<file path="src/rtl/bin_select_pkg.sv">
// rtl/bin_select_pkg.sv - default widths and sample resize helper for the bin selector
package bin_select_pkg;

  localparam int DEF_I_BW       = 14;
  localparam int DEF_O_BW       = 14;
  localparam int DEF_IDX_W      = 10;
  localparam int DEF_GRP_W      = 7;
  localparam int DEF_FIFO_DEPTH = 4;

  // Clamp a sign-extended sample into o_bw bits when sat_en; caller keeps the low o_bw bits.
  function automatic logic signed [31:0] sat_resize(input logic signed [31:0] v,
                                                    input int unsigned o_bw,
                                                    input bit sat_en);
    logic signed [31:0] max_v;
    logic signed [31:0] min_v;
    max_v = (32'sd1 <<< (o_bw - 1)) - 32'sd1;
    min_v = -(32'sd1 <<< (o_bw - 1));
    if (sat_en && (v > max_v)) return max_v;
    if (sat_en && (v < min_v)) return min_v;
    return v;
  endfunction

endpackage

</file>
<file path="src/rtl/bin_select_fifo.sv">
// rtl/bin_select_fifo.sv - generic first-word-fall-through sync FIFO with registered full flag
module bin_select_fifo #(
  parameter int WIDTH = 32,
  parameter int DEPTH = 4
) (
  input  logic             clk,
  input  logic             rst,
  input  logic             push,
  input  logic [WIDTH-1:0] push_data,
  input  logic             pop,
  output logic [WIDTH-1:0] pop_data,
  output logic             full,
  output logic             empty
);

  localparam int PTR_W = $clog2(DEPTH);
  localparam int CNT_W = PTR_W + 1;

  logic [WIDTH-1:0] mem [DEPTH];
  logic [PTR_W-1:0] rd_ptr;
  logic [PTR_W-1:0] wr_ptr;
  logic [CNT_W-1:0] count;
  logic [CNT_W-1:0] count_next;
  logic             do_push;
  logic             do_pop;

  assign do_push    = push & ~full;
  assign do_pop     = pop & ~empty;
  assign count_next = count + CNT_W'(do_push) - CNT_W'(do_pop);
  assign empty      = (count == '0);
  assign pop_data   = mem[rd_ptr];

  // full is a flop: a pop in the full cycle only frees a slot from the next cycle on
  always_ff @(posedge clk or negedge rst) begin
    if (!rst) begin
      rd_ptr <= '0;
      wr_ptr <= '0;
      count  <= '0;
      full   <= 1'b0;
      for (int i = 0; i < DEPTH; i++) mem[i] <= '0;
    end else begin
      if (do_push) begin
        mem[wr_ptr] <= push_data;
        wr_ptr      <= wr_ptr + PTR_W'(1);
      end
      if (do_pop) rd_ptr <= rd_ptr + PTR_W'(1);
      count <= count_next;
      full  <= (count_next == CNT_W'(DEPTH));
    end
  end

endmodule

</file>
<file path="src/rtl/bin_select_buffer.sv">
// rtl/bin_select_buffer.sv - windowed FFT bin selector with FIFO output buffer
// Optional feature macro: BIN_SELECT_SAT_EN (saturate instead of wrap when narrowing).
module bin_select_buffer
  import bin_select_pkg::*;
#(
  parameter int I_BW       = DEF_I_BW,
  parameter int O_BW       = DEF_O_BW,
  parameter int IDX_W      = DEF_IDX_W,
  parameter int GRP_W      = DEF_GRP_W,
  parameter int FIFO_DEPTH = DEF_FIFO_DEPTH
) (
  input  logic                    clk,
  input  logic                    rst,
  input  logic                    di_en,
  output logic                    di_ready,
  input  logic signed [I_BW-1:0]  data_i,
  input  logic [IDX_W-1:0]        in_group_idx,
  input  logic [GRP_W-1:0]        in_group_num,
  input  logic [IDX_W-1:0]        cfg_lo,
  input  logic [IDX_W-1:0]        cfg_hi,
  output logic                    do_en,
  input  logic                    do_ready,
  output logic signed [O_BW-1:0]  data_o,
  output logic [IDX_W-1:0]        out_group_idx,
  output logic [GRP_W-1:0]        out_group_num,
  output logic                    out_last,
  output logic                    overflow
);

  typedef struct packed {
    logic signed [O_BW-1:0] data;
    logic [IDX_W-1:0]       idx;
    logic [GRP_W-1:0]       num;
    logic                   last;
  } entry_t;

  localparam int                ENTRY_W = $bits(entry_t);
  localparam logic [IDX_W-1:0]  HI_DEF  = IDX_W'(2 ** (IDX_W - 1));
`ifdef BIN_SELECT_SAT_EN
  localparam bit SAT_EN = 1'b1;
`else
  localparam bit SAT_EN = 1'b0;
`endif

  logic [IDX_W-1:0] lo_q, hi_q, win_lo, win_hi;
  logic             full, empty, accept, keep, first_bin;
  entry_t           wr_entry, rd_entry;
  logic [ENTRY_W-1:0] rd_bits;

  assign first_bin = (in_group_idx == '0);
  assign accept    = di_en & di_ready;
  // Bin 0 carries the new frame's window and is itself judged against it
  assign win_lo    = first_bin ? cfg_lo : lo_q;
  assign win_hi    = first_bin ? cfg_hi : hi_q;
  assign keep      = accept && (in_group_idx >= win_lo) && (in_group_idx <= win_hi);

  assign wr_entry.data = O_BW'(sat_resize(32'(data_i), O_BW, SAT_EN && (O_BW < I_BW)));
  assign wr_entry.idx  = in_group_idx;
  assign wr_entry.num  = in_group_num;
  assign wr_entry.last = (in_group_idx == win_hi);

  always_ff @(posedge clk or negedge rst) begin
    if (!rst) begin
      lo_q     <= '0;
      hi_q     <= HI_DEF;
      overflow <= 1'b0;
    end else begin
      if (accept && first_bin) begin
        lo_q <= cfg_lo;
        hi_q <= cfg_hi;
      end
      if (di_en && !di_ready) overflow <= 1'b1;
    end
  end

  bin_select_fifo #(
    .WIDTH (ENTRY_W),
    .DEPTH (FIFO_DEPTH)
  ) u_fifo (
    .clk       (clk),
    .rst       (rst),
    .push      (keep),
    .push_data (wr_entry),
    .pop       (do_ready),
    .pop_data  (rd_bits),
    .full      (full),
    .empty     (empty)
  );

  assign rd_entry      = entry_t'(rd_bits);
  assign di_ready      = ~full;
  assign do_en         = ~empty;
  assign data_o        = rd_entry.data;
  assign out_group_idx = rd_entry.idx;
  assign out_group_num = rd_entry.num;
  assign out_last      = rd_entry.last;

endmodule

</file>
<file path="config.mk">
export PLATFORM = sky130hd
export DESIGN_NAME = bin_select_buffer
export DESIGN_NICKNAME = d
export VERILOG_FILES = /design/src/rtl/bin_select_pkg.sv /design/src/rtl/bin_select_fifo.sv /design/src/rtl/bin_select_buffer.sv
export SDC_FILE = /design/constraint.sdc
export NUM_CORES = 1
export LEC_CHECK = 0
export ABC_AREA = 1
export BUFFER_PORTS_ARGS = -buffer_cell sky130_fd_sc_hd__buf_2
export CELL_PAD_IN_SITES_DETAIL_PLACEMENT = 0
export CELL_PAD_IN_SITES_GLOBAL_PLACEMENT = 1
export CORE_ASPECT_RATIO = 0.7
export CORE_MARGIN = 4
export CORE_UTILIZATION = 45
export DETAILED_ROUTE_END_ITERATION = 6
export GPL_TIMING_DRIVEN = 0
export PLACE_DENSITY = 0.82
export SLEW_MARGIN = 20
export SYNTH_ARGS = -nofsm -noshare
export SYNTH_HDL_FRONTEND = slang
export SYNTH_HIERARCHICAL = 1
export SYNTH_SLANG_ARGS = --single-unit
</file>
<file path="constraint.sdc">
create_clock -name clk -period 3.5 [get_ports clk]
set_input_delay 0.35 -clock clk [delete_from_list [all_inputs] [get_ports clk]]
set_output_delay 0.35 -clock clk [all_outputs]
set_load 0.03 [all_outputs]
</file>
* Word level (Yosys, flattened, before mapping)
Cells that the tools add are included.
** Storage, ports and cells
- Register bits after elaboration :: 157
- Output and inout port bits :: 35
** Cells by class
- Equality and inequality tests :: 2
- Muxes and demuxes :: 8
- Magnitude comparators :: 5
- Bitwise logic cells :: 7
- Reductions and logical operators :: 7
- Add/subtract/negate cells :: 4
** Operator list (count)
- 128-bit bitwise mux :: 1
- 32-bit two-way mux :: 3
- 32-bit binary-select mux with 2-bit select :: 1
- 32-bit demux with 2-bit select :: 1
- 10-bit two-way mux :: 2
- 10-bit equality test :: 1
- 10-bit greater-or-equal comparator :: 1
- 10-bit <= comparator :: 1
- 10-bit zero test :: 1
- 3-bit greater-or-equal comparator (second input constant) :: 2
- 2-bit inverter with 3-bit output :: 2
- 1-bit logical AND :: 5
- 2-bit by 1-bit adder with 2-bit output (second input constant) :: 2
- 3-bit by 1-bit adder with 3-bit output :: 1
- 1-bit AND :: 3
- 3-bit equality test (second input constant) :: 1
- 3-bit zero test :: 1
- 3-bit by 1-bit less-than comparator with 1-bit output (second input constant) :: 1
- 3-bit by 1-bit subtractor with 3-bit output :: 1
- 1-bit inverter :: 2

* Longest topological paths before layout
Gate-level depths: netlist of run 1.
- Depth after elaboration :: 9
- Gate-level depth with buffers :: 29
- Gate-level depth less buffers :: 28

* Cells and area by module
Netlist of run 1, hierarchy kept.
** By module, submodules not included
- bin_select_fifo :: area an instance 6373.6 sq um, cells an instance 710, seq. area each 3403.3 sq um, instances 1
- bin_select_buffer :: area an instance 1659.1 sq um, cells an instance 225, seq. area each 526.8 sq um, instances 1

* Least setup slack after synthesis of run 1
OpenSTA, ideal clock, no wires.
- Path type :: input port to flip-flop
- From :: input in_group_idx[4]
- To :: register u_fifo.full
- Stages on the path :: 23
- Slack :: -28 ps
- Library setup time :: 71 ps
- Arrival time :: 3456 ps
- Buffers on the path :: 1
- Cell sequence :: nor2_1 nand3_1 nor2_4 buf_2 o21ai_0 ha_1 nand2_1 nor2_1 nand2_1 nor2_1 nor2_1 nor2_1 inv_1 nor2_4 inv_1 ha_1 inv_1 ha_1 inv_1 fa_1 inv_1 or2_2 nor2_1
** On the way
- Word-level cells in the longest chain between the ends :: 9
- Elaborated cells between the ends (all ways) :: 11
- Classes of those cells :: add/sub: 2; order compare: 2; eq/ne: 1; mux: 2; bitwise: 1; reduce/logical: 3
** RTL lines
- from (decl) :: RTL line bin_select_buffer.sv:17 : input logic [IDX_W-1:0] in_group_idx,
- 10-bit zero test :: RTL line bin_select_buffer.sv:50 : assign first_bin = (in_group_idx == '0);
- 10-bit two-way mux :: RTL line bin_select_buffer.sv:53 : assign win_lo = first_bin ? cfg_lo : lo_q;
- 10-bit greater-or-equal comparator :: RTL line bin_select_buffer.sv:55 : assign keep = accept && (in_group_idx >= win_lo) && (in_group_idx <= win_hi);
- 1-bit logical AND :: RTL line bin_select_buffer.sv:55
- 1-bit logical AND (*) :: RTL line bin_select_buffer.sv:55
- named net keep :: RTL line bin_select_buffer.sv:46 : logic full, empty, accept, keep, first_bin;
- 1-bit AND (*) :: RTL line bin_select_fifo.sv:27 : assign do_push = push & ~full;
- 3-bit by 1-bit adder with 3-bit output (*) :: RTL line bin_select_fifo.sv:29 : assign count_next = count + CNT_W'(do_push) - CNT_W'(do_pop);
- 3-bit by 1-bit subtractor with 3-bit output (*) :: RTL line bin_select_fifo.sv:29
- named net u_fifo.count_next[1] :: RTL line bin_select_fifo.sv:23 : logic [CNT_W-1:0] count_next;
- 3-bit equality test (*) :: RTL line bin_select_fifo.sv:48 : full <= (count_next == CNT_W'(DEPTH));
- to (signal assigned) :: RTL line bin_select_fifo.sv:48
- to (decl) :: RTL line bin_select_fifo.sv:12 : output logic full,
The timed path passes the listed nets; every way through them passes the cells marked *.
A chain may end at the register's enable or synchronous reset.

* Worst setup path in the final report of run 1
- From :: input in_group_idx[7]
- To :: register u_fifo.full
Same word-level chain as after synthesis.

==> run summary, run 1 <==
The flow ran to the end, and the final reports show no timing, DRC or antenna violations. The clock transition at the registers of the reported paths is 0.07 ns. The number of endpoints with negative hold slack in the final report is 0. The overall die height is 119.8 um. The proportion of layout cells with a drive suffix above 1 came out at 25.19%. The final estimated routing congestion in global placement came out at 0.8092. The effective utilization at floorplan is 46.39%. 0 antenna diodes ended up in the layout. The post-route clock skew came out at 0.01078 ns.

The layout overhead on the synthesized area is 20.90%. Synthesis inferred 157 register bits. The startpoint identified for the worst register-to-register timing path is hi_q[9]. The horizontal die dimension came out at 167.7 um.

After detailed routing, the total wire length is 22300 um. The post-synthesis cell area came out at 0.008033 sq mm. The final route contains 6693 vias. The latest clock arrival within the worst-skew pair is 0.43 ns. The max-slew violation count was 0. nand2_1 is the most common cell in the netlist. Sorting the synthesized cells by area gives the leading types as dfrtp_1 (49%), nand2_1 (11%), o21ai_2 (6.3%).

The final design instance area without fill is 0.009712 sq mm. The core occupancy in the finished layout is 56.08%. The detailed router finished its first iteration with 572 violations. The clock share of power came out at 21.8%. The largest net degree at the start of global routing is 83. In the routed layout, each cell is associated on average with a via count of 5.137.

The worst-case clock buffer depth is 2. The proportion of register bits with asynchronous set or reset after synthesis came out at 100.0%. The placed cell area is 0.008822 sq mm. After detailed routing, the number of remaining DRC violations is 0.

The filler cell count came out at 1641. The source of the worst hold timing path is cfg_hi[9]. The biggest area contributor in the post-synthesis netlist is dfrtp_1.

The final number of setup-violating endpoints came out at 0. Static timing analysis puts the maximum clock frequency at 297.6 MHz. By count the netlist is led by nand2_1 (242), dfrtp_1 (156), o21ai_1 (90). The synthesized netlist devotes 4.299% of its cell area to adder and majority cells.

The synthesized netlist contains 27 unique library cells. The first-pass iteration count of the detailed router came out at 5. The setup path with the least slack is of type input pin to register. Data on the critical path arrives at its endpoint at 3.72 ns. During I/O placement, the number of pins put on the boundary was 90.

The number of standard cells after synthesis is 935. The worst path needs 3.360 ns of the cycle, external delays included. The share of the synthesized area in compound gates (AO/OA/AOI/OAI) is 20.72%.

The number of buffers added on ports came out at 89. The critical path required time is 3.86 ns. The initial antenna violation count came out at 0. The via count of the first global-routing pass was 6352.

In the final design database the tool counted 1141 nets. The element type at the critical path end is a register. The overall die area came out at 0.02009 sq mm. The post-synthesis area per instance came out at 8.591 sq um. The part of the cycle the worst path needs came out at 96.01%. TritonCTS created 17 clock buffers. The clock sink count is 157. Of the total synthesized cell area, the portion taken by AND, OR, NAND and NOR gates is 16.67%. After legalization and detailed placement, the total HPWL measured 14780 um. The share of power burned in registers came out at 35.0%. The type of element launching the critical path is an input pin. The max capacitance violation total came out at 0. The switching share of power came out at 43.24%.

By area, the combinational part of the netlist is dominated by compound AO/OA/AOI/OAI gates. Global routing used 22.27% of the available tracks across all layers. The fraction of post-synthesis cell area in the top cell type by area is 48.60%. The leakage power total is 4.932 nW. The number of nets still failing antenna checks after routing came out at 0. The synthesized design contains 0 enable-type register cells.

Of the total power, combinational logic draws 43.2%. The multi-input gate area in the final layout came out at 0.003467 sq mm. Cell internal power was estimated by the tool at 4.581 mW. The root buffer cell is clkbuf_16.

The first global-routing pass estimated 35310 um of wire. The worst relative slew slack is 58.45%. The clock tree from TritonCTS is yes. The core area is 0.01732 sq mm.

The net switching component of the power came out at 3.490 mW. Across the VDD grid, the largest voltage drop is 0.4934 mV. The routed length per placed instance is 17.12 um. The sequential element share of the synthesized area came out at 48.93%. Multiplexer cells account for 0% of the synthesized area. Of all nets on the critical path, the largest fanout is 5.

The global route total overflow is 0. Among all flip-flop cells after synthesis, the most frequent one is dfrtp_1. For this run, the number of Yosys warnings is 6. The floorplan row count came out at 40. In this run the number of H-tree levels came out at 4. The post-synthesis net count is 1017.

Tracing the worst setup path back leads to its startpoint at in_group_idx[7]. For this design the ratio of total power to cell area is 831.0 mW/mm^2. The area share of xor/xnor cells in the synthesized design is 0.1090%. The transition time at the pin with the least slew margin came out at 0.6233 ns. The path class of the tightest hold or removal check is input pin to register. Registers take 0.003930 sq mm.
through the flow:
step	hold WS, ns	worst slack (ns)	TNS [ns]	std cells	power (mW)
4_1_cts	0.1479	0.04190	0	1290	8.080
3_3_place_gp	0.4590	-0.7222	-70.78	1255	6.236
6_report	0.1633	0.1396	0	1303	8.071
3_5_place_dp	0.3781	-0.7528	-1.900	1256	6.309
5_1_grt	0.1477	-0.04838	-0.04838	1303	8.650
2_1_floorplan	0.05441	-0.01571	-0.01571	935	5.248
critical path: stages:
cell,delay (ns)
buf_4,0.13
nor2_2,0.11
nand2_2,0.07
nor2_4,0.17
buf_12,0.15
buf_6,0.12
buf_4,0.10
a21oi_1,0.11
ha_1,0.31
inv_1,0.04
nand2_1,0.04
nand2_1,0.05
nand2_1,0.05
nand3_1,0.06
nand3_1,0.07
nand2_1,0.07
nor2_1,0.11
inv_1,0.07
nor2_4,0.11
inv_2,0.06
ha_4,0.23
inv_1,0.06
ha_2,0.15
inv_1,0.04
fa_1,0.47
inv_1,0.05
or2_2,0.26
nor2_1,0.10
what timing repair did:
action / in CTS / in global routing
setup buffers: 1 / 11
gates resized for setup: 1 / 67
hold buffers: 1 / 0
hold endpoints to repair: 74 / 0
cloned: 0 / 2
endpoints found under the setup margin: 3 / 2
pin swaps: 1 / 23
cell usage in the layout (no fill, tap or decap), types with 2 or more instances in the layout:
master / count
nand3_1: 6
o21ai_1: 94
nand2_1: 238
buf_4: 15
dfrtp_1: 156
buf_12: 3
nand2_4: 5
o21ai_2: 61
ha_4: 2
ha_1: 23
nand2_2: 4
clkinv_4: 4
nor2_1: 73
nor2_2: 4
buf_2: 90
buf_1: 2
inv_1: 82
clkbuf_1: 8
o21a_1: 32
inv_6: 4
nor2_4: 7
a21oi_1: 6
clkinvlp_4: 3
buf_6: 36
buf_8: 2
inv_2: 3
clkbuf_16: 18
o21ai_0: 76
kinds of logic after synthesis:
group | Yosys count
XOR/XNOR | 1
adder cells (fa/ha/maj) | 27
buffers and inverters | 138
AO/OA/AOI/OAI | 272
flip-flops | 157
AND/OR/NAND/NOR | 340
final timing paths:
check / to / slack, ns / depth (start not counted)
max: u_fifo/full / 0.14 / 28
min: hi_q[9] / 0.16 / 3
max reg2reg: u_fifo/full / 0.34 / 19
min reg2reg: u_fifo/mem[114] / 0.48 / 2
max in group asynchronous: u_fifo/mem[53] / 2.20 / 3
min in group asynchronous: overflow / 0.48 / 2
power by group through the flow:
stage	logic (mW)	clock network (mW)	registers, mW
3_5_place_dp	3.47	0	2.84
3_3_place_gp	3.42	0	2.81
5_1_grt	3.88	1.87	2.90
6_report	3.49	1.76	2.82
4_1_cts	3.49	1.78	2.81
2_1_floorplan	2.49	0	2.76
registers in the layout, summed over array words and instances (netlist names):
name / count
hi_q: 10
u_fifo/rd_ptr: 2
u_fifo/mem: 128
u_fifo/count: 3
overflow: 1
u_fifo/wr_ptr: 2
u_fifo/full: 1
lo_q: 10
metal layers:
layer | routed length [um] | GRT usage, %
met5 | 0 | 0
met4 | 145 | 3.953
met3 | 1113 | 4.873
met2 | 9439 | 31.04
met1 | 11600 | 35.58
area by class of cell:
type / count / area share (%)
Sequential cell: 157 / 40.47
Multi-Input combinational cell: 640 / 35.70
Timing Repair Buffer: 105 / 7.137
Buffer: 53 / 4.754
Clock buffer: 19 / 4.561
Inverter: 85 / 3.285
Tap cell: 231 / 2.976
Clock inverter: 13 / 1.121
No activity file was read; power rests on OpenSTA's default activity.
==> run 2, diff against run 1 <==
CORE_UTILIZATION = 46   (was 45)
CTS_BUF_LIST = sky130_fd_sc_hd__clkbuf_4 sky130_fd_sc_hd__clkbuf_8   (was not set)
PLACE_DENSITY = 0.83   (was 0.82)
==> run 2 against run 1 <==
  * Cell area down 1.5%
  * Clock-buffer cell count up 4
  * Sequential share of layout area up 0.62 points
  * First-iteration DRC count up 8.6%
  * Combinational power about the same
  * Worst setup slack worse by 0.016 ns
  * Register-to-register slack worse by 0.03 ns
  * Global-route usage down 0.39 points
  * Critical path depth down 3
  * Sequential cell count unchanged
  * Critical path type unchanged
==> run summary, run 2 (synthesized netlist as in run 1, its figures left out) <==
The register with the most flip-flops in the layout has 128 of them. The effective utilization at floorplan came out at 46.79%. The library cell used most frequently in the layout, excluding fill and tap cells, is nand2_1. The latest clock arrival within the worst-skew pair is 0.45 ns. The core area is 0.01717 sq mm. The final number of setup-violating endpoints came out at 0.

The worst relative slew slack is 56.03%. Clock-pin slew was measured on the worst setup and hold paths at 0.08 ns. The final design instance area without fill is 0.009565 sq mm. The via count of the first global-routing pass was 6290. The first-pass iteration count of the detailed router is 7. The floorplan step defined a die boundary enclosing 0.01967 sq mm.

The multi-input gate area in the final layout is 0.003478 sq mm. The layout overhead on the synthesized area is 19.08%. The initial antenna violation count came out at 0. The internal portion of the total power is 4.581 mW. Counting flops per register, the top entry is u_fifo/mem. TritonCTS built the clock tree. The worst-case clock buffer depth came out at 2. In this run the clock root is driven by a clkbuf_8. The max-slew violation count came to 0. The via total after detailed routing came out at 6610. At the end of the flow the core is filled with cells to 55.72%. The filler cell count is 1622.

The worst setup path is captured at a register. The final estimated routing congestion in global placement is 0.7948. The placed cell area is 0.008822 sq mm. The proportion of layout cells with a drive suffix above 1 came out at 25.14%.

Power spread over the standard cell area amounts to 826.1 mW/mm^2. IR analysis of the VDD net gives a maximum drop of 0.5585 mV. Dividing the detail-routed wire length by the instance count gives 16.46 um.

The category of the critical setup timing path is input pin to register. The clock share of power came out at 20.1%. The highest achievable clock rate is 296.2 MHz. From left edge to right edge, the die measures 165.9 um. Summed over all layers, the global routing overflow is 0.

The final-layout worst hold slack came out at 0.1306 ns. In this run the worst setup path terminates at u_fifo/full. The analysis attributes to cell leakage a power of 4.869 nW. The H-tree generated during clock tree synthesis spans 4 levels. The worst register-to-register path ends at u_fifo/full. The share of power burned in registers is 35.7%. The post-route total power is 7.902 mW. The DRC violation count after routing is 0. In this run, the number of DRC markers left after iteration 0 of detailed routing was 621. The switching share of power is 42.02%. The detail route stage leaves a number of antenna-violating nets equal to 0.

The number of endpoints with negative hold slack in the final report came out at 0. The relative contribution of combinational cells to total power came out at 44.2%. In the layout the commonest cells are nand2_1 (237), dfrtp_1 (156), o21ai_1 (94). The top-level port count came out at 90. The min-delay analysis places its worst path in the category input pin to register. The layout net count is 1138. The floorplan row count came out at 40. Once detailed placement completed, the half-perimeter wirelength came to 14440 um. The part of the cycle the worst path needs came out at 96.46%. The run finished with clean final reports. The shortest period the worst path allows came out at 3.376 ns. In this run the worst path has a maximum fanout of 6.

Tracing the worst setup path back leads to its startpoint at in_group_idx[2]. The wire length reported by the detailed router is 21350 um. The register-to-register setup slack came out at 0.31 ns. The clock sink count is 157. The global-route wire length before repair is 34350 um.

The worst setup path is launched from an input pin. In the final timing run, aggregate negative setup slack is 0 ns. Summed over all nets, the switching power comes to 3.321 mW. Entering global routing, the biggest net connects 97 pins. The floorplan step set the die height to 118.6 um. Data on the critical path arrives at its endpoint at 3.75 ns. The largest registers in the layout are u_fifo/mem: 128 flops, hi_q: 10 flops, lo_q: 10 flops. The number of buffers created by CTS came out at 17.

The worst-case reg-to-reg path depth is 21. In this run the critical register-to-register path is launched from lo_q[3]. The max capacitance violation total is 0. The critical path required time came out at 3.88 ns. The number of buffers added on ports is 89. The global-route usage over all layers is 21.87%. The area occupied by registers is 0.003930 sq mm. At the pin with the least slew margin, the transition time is 0.6596 ns.

The repair_antennas step left the layout with diodes totalling 0. The post-route clock skew is 0.01084 ns. In the routed layout, each cell is associated on average with a via count of 5.096.
==> run 2: cell count changes in the layout (fill, tap and decap cells not counted), moves of 3 or more <==
cell	before	now
clkbuf_8	1	21
clkbuf_16	18	0
bufinv_16	0	5
clkinv_4	4	0
inv_6	4	0
clkbuf_4	0	3
==> run 2: how the worst min path moves through the flow <==
stage | start | endpoint | slack (ns) | cells past startpoint
CTS | cfg_hi[9] | hi_q[9] | 0.11 | 3
detailed placement | rst | overflow | 0.33 | 1
finish | cfg_hi[9] | hi_q[9] | 0.13 | 3
floorplan | rst | hi_q[0] | 0.05 | 0
global placement | overflow | overflow | 0.46 | 1
global route | cfg_hi[9] | hi_q[9] | 0.12 | 3
==> run 2: worst max-delay path: stages <==
cell and delay, ns:
buf_4 0.14, nor2_4 0.09, nand3_4 0.09, nor2_4 0.20
buf_6 0.16, buf_4 0.15, o21ai_0 0.17, ha_1 0.33
nand2_1 0.05, nand2_1 0.05, nand3_1 0.09, nand3_2 0.08
nand2_2 0.05, nor2_1 0.12, inv_1 0.08, nor2_4 0.11
inv_2 0.05, ha_4 0.23, inv_1 0.05, ha_2 0.16
inv_2 0.04, fa_1 0.52, inv_2 0.04, or2_4 0.22
nor2_2 0.10
==> run 2: metal layers <==
metal	share of wire, %	track usage, %
met2	42	31.04
met3	5.4	4.647
met1	52	34.61
met4	0.53	3.709
met5	0	0
==> run 2: layout make-up <==
class / instances / share of cell area [%]
sequential: 157 / 41.09
multi-input combinational: 640 / 36.36
timing repair buffer: 102 / 6.632
tap: 231 / 3.022
clock inverter: 6 / 1.648
inverter: 85 / 3.336
buffer: 53 / 4.735
clock buffer: 23 / 3.179
==> run 2: metrics by stage <==
step	setup slack (ns)	instances
final	0.1240	1297
after floorplan	-0.01571	935
after global routing	-0.01587	1297
after CTS	0.01161	1288
after detailed placement	-0.8262	1256
after global placement	-0.7477	1255
==> run 2: repair_timing <==
item | 4_1_cts | 5_1_grt
pin swaps | 2 | 28
hold buffers | 1 | 0
gates resized for setup | 1 | 65
hold endpoints to repair | 60 | 0
gates cloned | 0 | 1
endpoints found under the setup margin | 3 | 2
setup buffers | 2 | 8
==> run 2: power groups by stage <==
| stage | combinational (mW) | clock (mW) | sequential [mW] |
|---|---|---|---|
| 2_1_floorplan | 2.49 | 0 | 2.76 |
| 3_3_place_gp | 3.41 | 0 | 2.82 |
| 3_5_place_dp | 3.45 | 0 | 2.83 |
| 4_1_cts | 3.47 | 1.61 | 2.81 |
| 5_1_grt | 3.88 | 1.70 | 2.89 |
| 6_report | 3.49 | 1.59 | 2.82 |
